<file path="config.mk">
export PLATFORM = sky130hd
export DESIGN_NAME = seg7_scan_decoder
export DESIGN_NICKNAME = d
export VERILOG_FILES = /design/src/rtl/seg7_pkg.sv /design/src/rtl/seg7_pattern_decode.sv /design/src/rtl/seg7_scan_decoder.sv
export SDC_FILE = /design/constraint.sdc
export NUM_CORES = 1
export LEC_CHECK = 0
export CAP_MARGIN = 20
export CELL_PAD_IN_SITES_DETAIL_PLACEMENT = 0
export CELL_PAD_IN_SITES_GLOBAL_PLACEMENT = 1
export CORE_MARGIN = 5
export CORE_UTILIZATION = 42
export CTS_BUF_LIST = sky130_fd_sc_hd__clkbuf_2
export CTS_CLUSTER_DIAMETER = 50
export DETAILED_ROUTE_END_ITERATION = 16
export GPL_ROUTABILITY_DRIVEN = 0
export PLACE_DENSITY_LB_ADDON = 0.1
export SLEW_MARGIN = 0
export SYNTH_ARGS = -nofsm -noshare
export SYNTH_HDL_FRONTEND = slang
export SYNTH_SLANG_ARGS = --single-unit
</file>
<file path="constraint.sdc">
create_clock -name clk -period 2.5 [get_ports clk]
set_clock_uncertainty 0.05 [all_clocks]
set_input_delay 0.5 -clock clk [delete_from_list [all_inputs] [get_ports clk]]
set_output_delay 0.5 -clock clk [all_outputs]
set_load 0.02 [all_outputs]
</file>
<file path="src/rtl/seg7_pkg.sv">
// seg7_pkg
// Shared definitions for the 7-segment display path.
//   SEG_0..SEG_9, SEG_BLANK : active-low segment patterns, bit 6 = a ... bit 0 = g.
//                             These are the same encodings the BCD-to-7-segment
//                             driver emits.
//   CODE_BLANK, CODE_ERR    : reconstructed codes for a blank or an illegal pattern.
//   scan_state_e            : dwell tracker states of seg7_scan_decoder.
package seg7_pkg;

  localparam logic [6:0] SEG_0     = 7'b0000001;
  localparam logic [6:0] SEG_1     = 7'b1001111;
  localparam logic [6:0] SEG_2     = 7'b0010010;
  localparam logic [6:0] SEG_3     = 7'b0000110;
  localparam logic [6:0] SEG_4     = 7'b1001100;
  localparam logic [6:0] SEG_5     = 7'b0100100;
  localparam logic [6:0] SEG_6     = 7'b0100000;
  localparam logic [6:0] SEG_7     = 7'b0001111;
  localparam logic [6:0] SEG_8     = 7'b0000000;
  localparam logic [6:0] SEG_9     = 7'b0000100;
  localparam logic [6:0] SEG_BLANK = 7'b1111111;

  localparam logic [3:0] CODE_BLANK = 4'hF;
  localparam logic [3:0] CODE_ERR   = 4'hE;

  typedef enum logic [1:0] {
    ST_IDLE   = 2'd0,
    ST_TRACK  = 2'd1,
    ST_LOCKED = 2'd2
  } scan_state_e;

endpackage

</file>
<file path="src/rtl/seg7_pattern_decode.sv">
// seg7_pattern_decode
// Purely combinational inverse of the BCD-to-7-segment encoder.
// Ports:
//   seg_i  [6:0] : active-low segment pattern, bit 6 = a ... bit 0 = g.
//   code_o [3:0] : 0..9 for a digit, CODE_BLANK for all segments off,
//                  CODE_ERR for anything else.
//   err_o        : high only when the pattern is neither a digit nor blank.
module seg7_pattern_decode
  import seg7_pkg::*;
(
  input  logic [6:0] seg_i,
  output logic [3:0] code_o,
  output logic       err_o
);

  always_comb begin
    code_o = CODE_ERR;
    err_o  = 1'b1;
    case (seg_i)
      SEG_0:     begin code_o = 4'd0;       err_o = 1'b0; end
      SEG_1:     begin code_o = 4'd1;       err_o = 1'b0; end
      SEG_2:     begin code_o = 4'd2;       err_o = 1'b0; end
      SEG_3:     begin code_o = 4'd3;       err_o = 1'b0; end
      SEG_4:     begin code_o = 4'd4;       err_o = 1'b0; end
      SEG_5:     begin code_o = 4'd5;       err_o = 1'b0; end
      SEG_6:     begin code_o = 4'd6;       err_o = 1'b0; end
      SEG_7:     begin code_o = 4'd7;       err_o = 1'b0; end
      SEG_8:     begin code_o = 4'd8;       err_o = 1'b0; end
      SEG_9:     begin code_o = 4'd9;       err_o = 1'b0; end
      SEG_BLANK: begin code_o = CODE_BLANK; err_o = 1'b0; end
      default:   begin code_o = CODE_ERR;   err_o = 1'b1; end
    endcase
  end

endmodule

</file>
<file path="src/rtl/seg7_scan_decoder.sv">
// seg7_scan_decoder
// Snoops a multiplexed, active-low, common-anode display bus and rebuilds the
// code shown on each digit position. A {an, seg} sample must be seen on
// STABLE_CYCLES consecutive edges with exactly one anode low before it is
// captured, which rejects ghosting while the anodes switch.
// Ports:
//   clk, rst            : clock, synchronous active-high reset.
//   seg [6:0]           : segment lines, active-low, seg[6]=a ... seg[0]=g.
//   an  [NUM_DIGITS-1:0]: anode selects, active-low.
//   digits              : captured codes, digit i at [4i+3:4i], 4'hF after reset.
//   digit_valid         : sticky per-position "captured since reset".
//   upd                 : one-cycle pulse per capture.
//   upd_idx             : position of the capture flagged by upd.
//   upd_err             : with upd, the captured pattern was illegal.
//   frame_done          : with upd, every position has now been captured since
//                         the previous frame_done.
module seg7_scan_decoder
  import seg7_pkg::*;
#(
  parameter  int unsigned NUM_DIGITS    = 4,
  parameter  int unsigned STABLE_CYCLES = 8,
  localparam int unsigned IDX_W         = $clog2(NUM_DIGITS),
  localparam int unsigned CNT_W         = $clog2(STABLE_CYCLES + 1)
) (
  input  logic                    clk,
  input  logic                    rst,
  input  logic [6:0]              seg,
  input  logic [NUM_DIGITS-1:0]   an,
  output logic [4*NUM_DIGITS-1:0] digits,
  output logic [NUM_DIGITS-1:0]   digit_valid,
  output logic                    upd,
  output logic [IDX_W-1:0]        upd_idx,
  output logic                    upd_err,
  output logic                    frame_done
);

  localparam int unsigned       REF_W      = NUM_DIGITS + 7;
  localparam logic [CNT_W-1:0]  CNT_TARGET = CNT_W'(STABLE_CYCLES);

  scan_state_e             state_q, state_d;
  logic [REF_W-1:0]        ref_q, ref_d;
  logic [CNT_W-1:0]        cnt_q, cnt_d;
  logic [4*NUM_DIGITS-1:0] digits_q, digits_d;
  logic [NUM_DIGITS-1:0]   valid_q, valid_d;
  logic [NUM_DIGITS-1:0]   seen_q, seen_d;
  logic                    upd_q, upd_d;
  logic [IDX_W-1:0]        upd_idx_q, upd_idx_d;
  logic                    upd_err_q, upd_err_d;
  logic                    frame_q, frame_d;

  logic [REF_W-1:0]        sample;
  logic [NUM_DIGITS-1:0]   sel_mask;
  logic                    sel_ok;
  logic [IDX_W-1:0]        sel_idx;
  logic                    capture;
  logic [3:0]              dec_code;
  logic                    dec_err;

  assign sample   = {an, seg};
  assign sel_mask = ~an;

  // A valid select has exactly one anode low, i.e. sel_mask is one-hot.
  assign sel_ok = (sel_mask != '0) &&
                  ((sel_mask & (sel_mask - NUM_DIGITS'(1))) == '0);

  always_comb begin
    sel_idx = '0;
    for (int unsigned i = 0; i < NUM_DIGITS; i++) begin
      if (sel_mask[i]) sel_idx = IDX_W'(i);
    end
  end

  seg7_pattern_decode u_decode (
    .seg_i  (seg),
    .code_o (dec_code),
    .err_o  (dec_err)
  );

  // Dwell tracker. A capture always happens on an edge where the live inputs
  // equal the tracked pattern, so decode and index come straight from the
  // inputs rather than from ref_q.
  always_comb begin
    state_d = state_q;
    ref_d   = ref_q;
    cnt_d   = cnt_q;
    capture = 1'b0;
    if (sample != ref_q) begin
      ref_d = sample;
      cnt_d = CNT_W'(1);
      if (sel_ok) begin
        if (STABLE_CYCLES == 1) begin
          capture = 1'b1;
          state_d = ST_LOCKED;
        end else begin
          state_d = ST_TRACK;
        end
      end else begin
        state_d = ST_IDLE;
      end
    end else if (state_q == ST_TRACK && cnt_q != CNT_TARGET) begin
      cnt_d = cnt_q + CNT_W'(1);
      if (cnt_d == CNT_TARGET) begin
        capture = 1'b1;
        state_d = ST_LOCKED;
      end
    end
  end

  // Digit register file, update strobe and frame tracking.
  always_comb begin
    digits_d  = digits_q;
    valid_d   = valid_q;
    seen_d    = seen_q;
    upd_d     = capture;
    upd_idx_d = upd_idx_q;
    upd_err_d = capture & dec_err;
    frame_d   = 1'b0;
    if (capture) begin
      upd_idx_d = sel_idx;
      for (int unsigned i = 0; i < NUM_DIGITS; i++) begin
        if (sel_mask[i]) begin
          digits_d[4*i +: 4] = dec_code;
          valid_d[i]         = 1'b1;
        end
      end
      seen_d = seen_q | sel_mask;
      if (&seen_d) begin
        frame_d = 1'b1;
        seen_d  = '0;
      end
    end
  end

  always_ff @(posedge clk) begin
    if (rst) begin
      state_q   <= ST_IDLE;
      ref_q     <= '0;
      cnt_q     <= '0;
      digits_q  <= '1;
      valid_q   <= '0;
      seen_q    <= '0;
      upd_q     <= 1'b0;
      upd_idx_q <= '0;
      upd_err_q <= 1'b0;
      frame_q   <= 1'b0;
    end else begin
      state_q   <= state_d;
      ref_q     <= ref_d;
      cnt_q     <= cnt_d;
      digits_q  <= digits_d;
      valid_q   <= valid_d;
      seen_q    <= seen_d;
      upd_q     <= upd_d;
      upd_idx_q <= upd_idx_d;
      upd_err_q <= upd_err_d;
      frame_q   <= frame_d;
    end
  end

  assign digits      = digits_q;
  assign digit_valid = valid_q;
  assign upd         = upd_q;
  assign upd_idx     = upd_idx_q;
  assign upd_err     = upd_err_q;
  assign frame_done  = frame_q;

endmodule

</file>
# [Word level (Yosys, flattened, before mapping)]
# Index checks and enable logic that the tools add are counted.
[op_classes] n_addsub=2 n_eq_ne=14 muxes=16 bitwise=5 n_reduce_logical=16
[ops] cell="$pmux W4 S11" n=1
[ops] cell="$eq A7 B7 Y1 const B" n=3
[ops] cell="$eq A7 B3 Y1 const B" n=2
[ops] cell="$eq A7 B6 Y1 const B" n=2
[ops] cell="$ne A11 B11 Y1" n=1
[ops] cell="$reduce_or A11 Y1" n=1
[ops] cell="$mux W2" n=5
[ops] cell="$reduce_and A2 Y1" n=5
[ops] cell="$mux W1" n=9
[ops] cell="$eq A7 B1 Y1 const B" n=1
[ops] cell="$eq A7 B4 Y1 const B" n=1
[ops] cell="$eq A7 B5 Y1 const B" n=1
[ops] cell="$logic_not A7 Y1" n=1
[ops] cell="$add A4 B1 Y4 const B" n=1
[ops] cell="$and A4 B4 Y4" n=1
[ops] cell="$eq A4 B4 Y1 const B" n=1
[ops] cell="$logic_not A4 Y1" n=1
[ops] cell="$mux W4" n=1
[ops] cell="$ne A4 B4 Y1 const B" n=1
[ops] cell="$not A4 Y4" n=1
[ops] cell="$or A4 B4 Y4" n=1
[ops] cell="$reduce_and A4 Y1" n=1
[ops] cell="$reduce_bool A2 Y1" n=2
[ops] cell="$reduce_bool A4 Y1" n=1
[ops] cell="6 further kinds" n=8
[word_totals] register_bits=46 input_bits=13 output_inout_bits=25 elab_cells=70

# [Longest topological paths before layout]
[depth] depth_word=7 ltp_mapped=8 depth_no_buf=7

# [Cells and area by module]
# A second synthesis with hierarchy kept.
[unflattened] hier_cells=221 hier_area_um2=2145.8
[by_module_without_submodules] mod="seg7_scan_decoder" n_inst=1 cells_per_inst=183 area_each_um2=1866.8 seq_area_each_um2=920.9
[by_module_without_submodules] mod="seg7_pattern_decode" n_inst=1 cells_per_inst=38 area_each_um2=279.0 seq_area_each_um2=0.0

# [Worst setup path after synthesis]
# No wires, ideal clock.
[synth_timing] kind="input port to flip-flop" start="input an[2]" end="register digits_q[13] (netlist: digits[13])" setup_time_ps=72 arrival_ps=1764 t_required_ps=2378 path_slack_ps=613 stages=8 n_path_buf=3 cell_sequence="buf_6 > xnor2_4 > nand4_4 > nor4_4 > buf_6 > and2_4 > buf_6 > mux2i_1"
[synth_between] elab_chain_cells=3
[synth_lines] element="from (decl)" line_no="seg7_scan_decoder.sv:28" rtl="input logic [NUM_DIGITS-1:0] an,"
[synth_lines] element="$ne A11 B11 Y1" line_no="seg7_scan_decoder.sv:87" rtl="if (sample != ref_q) begin"
[synth_lines] element="$mux W1" line_no="seg7_scan_decoder.sv:87"
[synth_lines] element="$reduce_and A2 Y1 (no line)"
[synth_lines] element="to (signal assigned)" line_no="seg7_scan_decoder.sv:150" rtl="digits_q <= digits_d;"
[synth_lines] element="to (decl)" line_no="seg7_scan_decoder.sv:43" rtl="logic [4*NUM_DIGITS-1:0] digits_q, digits_d;"
# No other way between the ends.
# A chain may end at the register's enable or synchronous reset.

# [Worst setup path after layout]
[layout_timing] start="input seg[2]" end="register digits_q[13] (netlist: digits[13])"
[layout_between] elab_chain_cells=3 word_cells_on_any_way=15 classes_between="eq/ne: 11; mux: 2; reduce/logical: 2"
[layout_lines] element="from (decl)" line_no="seg7_scan_decoder.sv:27" rtl="input logic [6:0] seg,"
[layout_lines] element="$ne A11 B11 Y1" line_no="seg7_scan_decoder.sv:87"
[layout_lines] element="$mux W1" line_no="seg7_scan_decoder.sv:87"
[layout_lines] element="$reduce_and A2 Y1 (no line)"
# Several ways; a longest one is shown, not always the timed one.

==> impl_results.md <==
- Outcome: complete, no violations
- Cts repair resizes: 0
- Setup slack, reg-to-reg: 0.45 ns
- Site Rows: 26
- Share of the synthesized area in the top cell type: 42.2%
- Leakage: 1.08 nW
- Max-Cap Viols: 0
- Synth Register Bits: 46
- Post-Route WL: 4770 um
- Total number of vias: 1,728
- Die Area: 0.00673 mm2
- Worst min path class: reg2reg
- Number of global-route vias before repair: 1,669
- Commonest cells post-synth: dfxtp_1, nor2_1, inv_1, a21oi_1, mux2i_1
- CP Launch Type: primary input
- Ys async rst share: 0%
- Largest net degree at the start of global routing: 29
- Critical path class: in2reg
- Worst Path Required: 2.80 ns
- Worst reg2reg path startpoint: cnt_q[1]
- CTS tree: done
- Main area contributors after synthesis: dfxtp_1, mux2i_1, nor2_1
- Final instance area: 0.00275 mm2
- DRC Markers: 0
- Library cells used by synthesis: 47
- Die height: 82.1 um
- Synth Cell Area: 0.00218 mm2
- Area after DPL: 0.00271 mm2
- Core box area: 0.00507 mm2
- First-pass GRT wire length: 8160 um
- Synthesized instance count: 227
- Sequential share of the synthesized area: 42.2%
- Final Critical Period: 2.08 ns
- RSZ-0062 raised after global routing: false
- Max FO, Critical Path: 9
- Per-cell routed wire length: 13.6 um
- Total CTS buffers: 5
- Syn_nets: 242
- Area leader, netlist: dfxtp_1
- Most numerous cell in the Yosys netlist: dfxtp_1
- PortBufs: 37
- Multi-input logic area: 0.00110 mm2
- Worst EP arrival: 2.38 ns
- CTS Sinks: 46
- Fillers: 508
- Clk Latency, worst-skew pair: 0.39 ns
- Peak supply drop: 321 uV
- Clock Tree Root: clkbuf_2
- Nets: 295
- Final period utilization: 83.3%
- Iteration-0 DRC Markers: 94
- DRT antenna net count: 0
- Critical Path Sink Type: register
- Worst Hold Depth: 2
- Crit path to: digits[13]
- Clk slew on worst S/H paths: 0.23 ns
- Area growth from synthesis to layout: 26.3%
- Fin cells: 351
- Final count of negative-setup-slack endpoints: 0
- Initial Util: 43.0%
- Pwr/cell area: 443 mW/mm2
- Critical path origin: seg[2]
- Hold Buf Count CTS: 0
- Final Max Slew Viols: 0
- Grt total ovfl: 0
- Prevailing post-synth register cell: dfxtp_1
- Syn Area/Cell: 9.61 um2
- Number of diodes: 0
- Sequential Area: 921 um2
- Tot GR Track Use: 15.8%
- Number of synthesized flops with an enable pin: 0
- Max Clk Rate: 0.480 GHz
- Final hold vios: 0
- Die width: 82.1 um
- Dpl cells: 343
- I/O Pins: 38
- Postcts setup bufs: 0
- DR vias/cell: 4.92
- First-pass DRT Iterations: 4
- Slew headroom: 75.3%
- Synthesis Warnings: 0
- Reg2reg path depth: 7
- Hold_ws: 0.450 ns
- Worst Tran Pin Value: 0.370 ns
- Max clock buf depth: 2
- H-tree levels: 2
- Antenna violations before repair: 0
- Worst R2R End: digits[13]
- Hpwl dp: 3590 um
- Share of post-route cells with drive strength above 1: 16.7%
-- cell type report --
type / count / area share [%]
inverters: 14 / 1.91
flip-flops and latches: 46 / 33.4
repair buffers: 61 / 20.0
multi-input cells: 152 / 39.9
well taps: 70 / 3.18
clock buffers: 6 / 1.09
clock inverters: 2 / 0.500
-- state kept, by name (all words and copies together) (netlist names) --
name / count
upd_err: 1
seen_q: 4
frame_done: 1
ref_q: 11
upd_idx: 2
digits: 16
digit_valid: 4
cnt_q: 4
upd: 1
state_q: 2
-- cell families after synthesis --
group | share of synthesized area, %
xor+xnor | 8.61
compound gates | 13.1
simple gates | 22.5
buf+inv | 7.40
mux | 5.05
flops | 42.2
fa+ha+maj | 1.15
-- report_power, final --
group,internal [mW],leakage [nW],switching [mW]
logic,0.0787,0.668,0.0808
registers,0.746,0.375,0.00816
clock network,0.0740,0.0330,0.231
-- metal layers --
layer	vias to the layer above	track usage [%]	share of wire (%)
met5	-	0	0
met4	0	4.49	1.1
li1	888	-	-
met2	35	25.0	46
met3	8	3.62	4.5
met1	797	21.3	48
-- through the flow --
stage | power, mW | TNS (ns) | util, % | setup slack (ns)
final | 1.22 | 0 | 54.3 | 0.417
after global routing | 1.28 | 0 | 54.3 | 0.239
after detailed placement | 0.928 | -0.0300 | 53.4 | -0.0176
after CTS | 1.24 | 0 | 54.3 | 0.423
after global placement | 0.930 | 0 | 53.4 | 0.0178
after floorplan | 0.873 | 0 | - | 0.613
-- worst max-delay path: stages --
cell and delay, ns:
clkdlybuf4s50_1 0.67, xnor2_2 0.16, nand4_2 0.15, nor4_4 0.30, buf_4 0.22, and2_4 0.20
mux2i_1 0.19
-- how the worst min path moves through the flow --
stage / slack (ns) / endpoint / startpoint
floorplan: 0.39 / seen_q[2] / seen_q[2]
global placement: 0.40 / seen_q[2] / seen_q[2]
detailed placement: 0.41 / seen_q[2] / seen_q[2]
CTS: 0.45 / digit_valid[1] / digit_valid[1]
global route: 0.49 / seen_q[1] / seen_q[1]
finish: 0.45 / digit_valid[1] / digit_valid[1]
-- cells in the final DEF, fill, tap and decap left out, types with 8 or more instances in the layout --
| cell type | synthesis | routed |
|---|---|---|
| xnor2_1 | 8 | 8 |
| nor2b_1 | 9 | 9 |
| clkdlybuf4s50_1 | 0 | 37 |
| nor2_1 | 28 | 28 |
| mux2i_1 | 11 | 11 |
| o21a_1 | 8 | 8 |
| nand3_1 | 8 | 8 |
| a21oi_1 | 11 | 11 |
| dfxtp_1 | 46 | 46 |
| buf_4 | 0 | 24 |
| inv_1 | 13 | 13 |
Note: power is estimated with default switching activity, not from simulation.
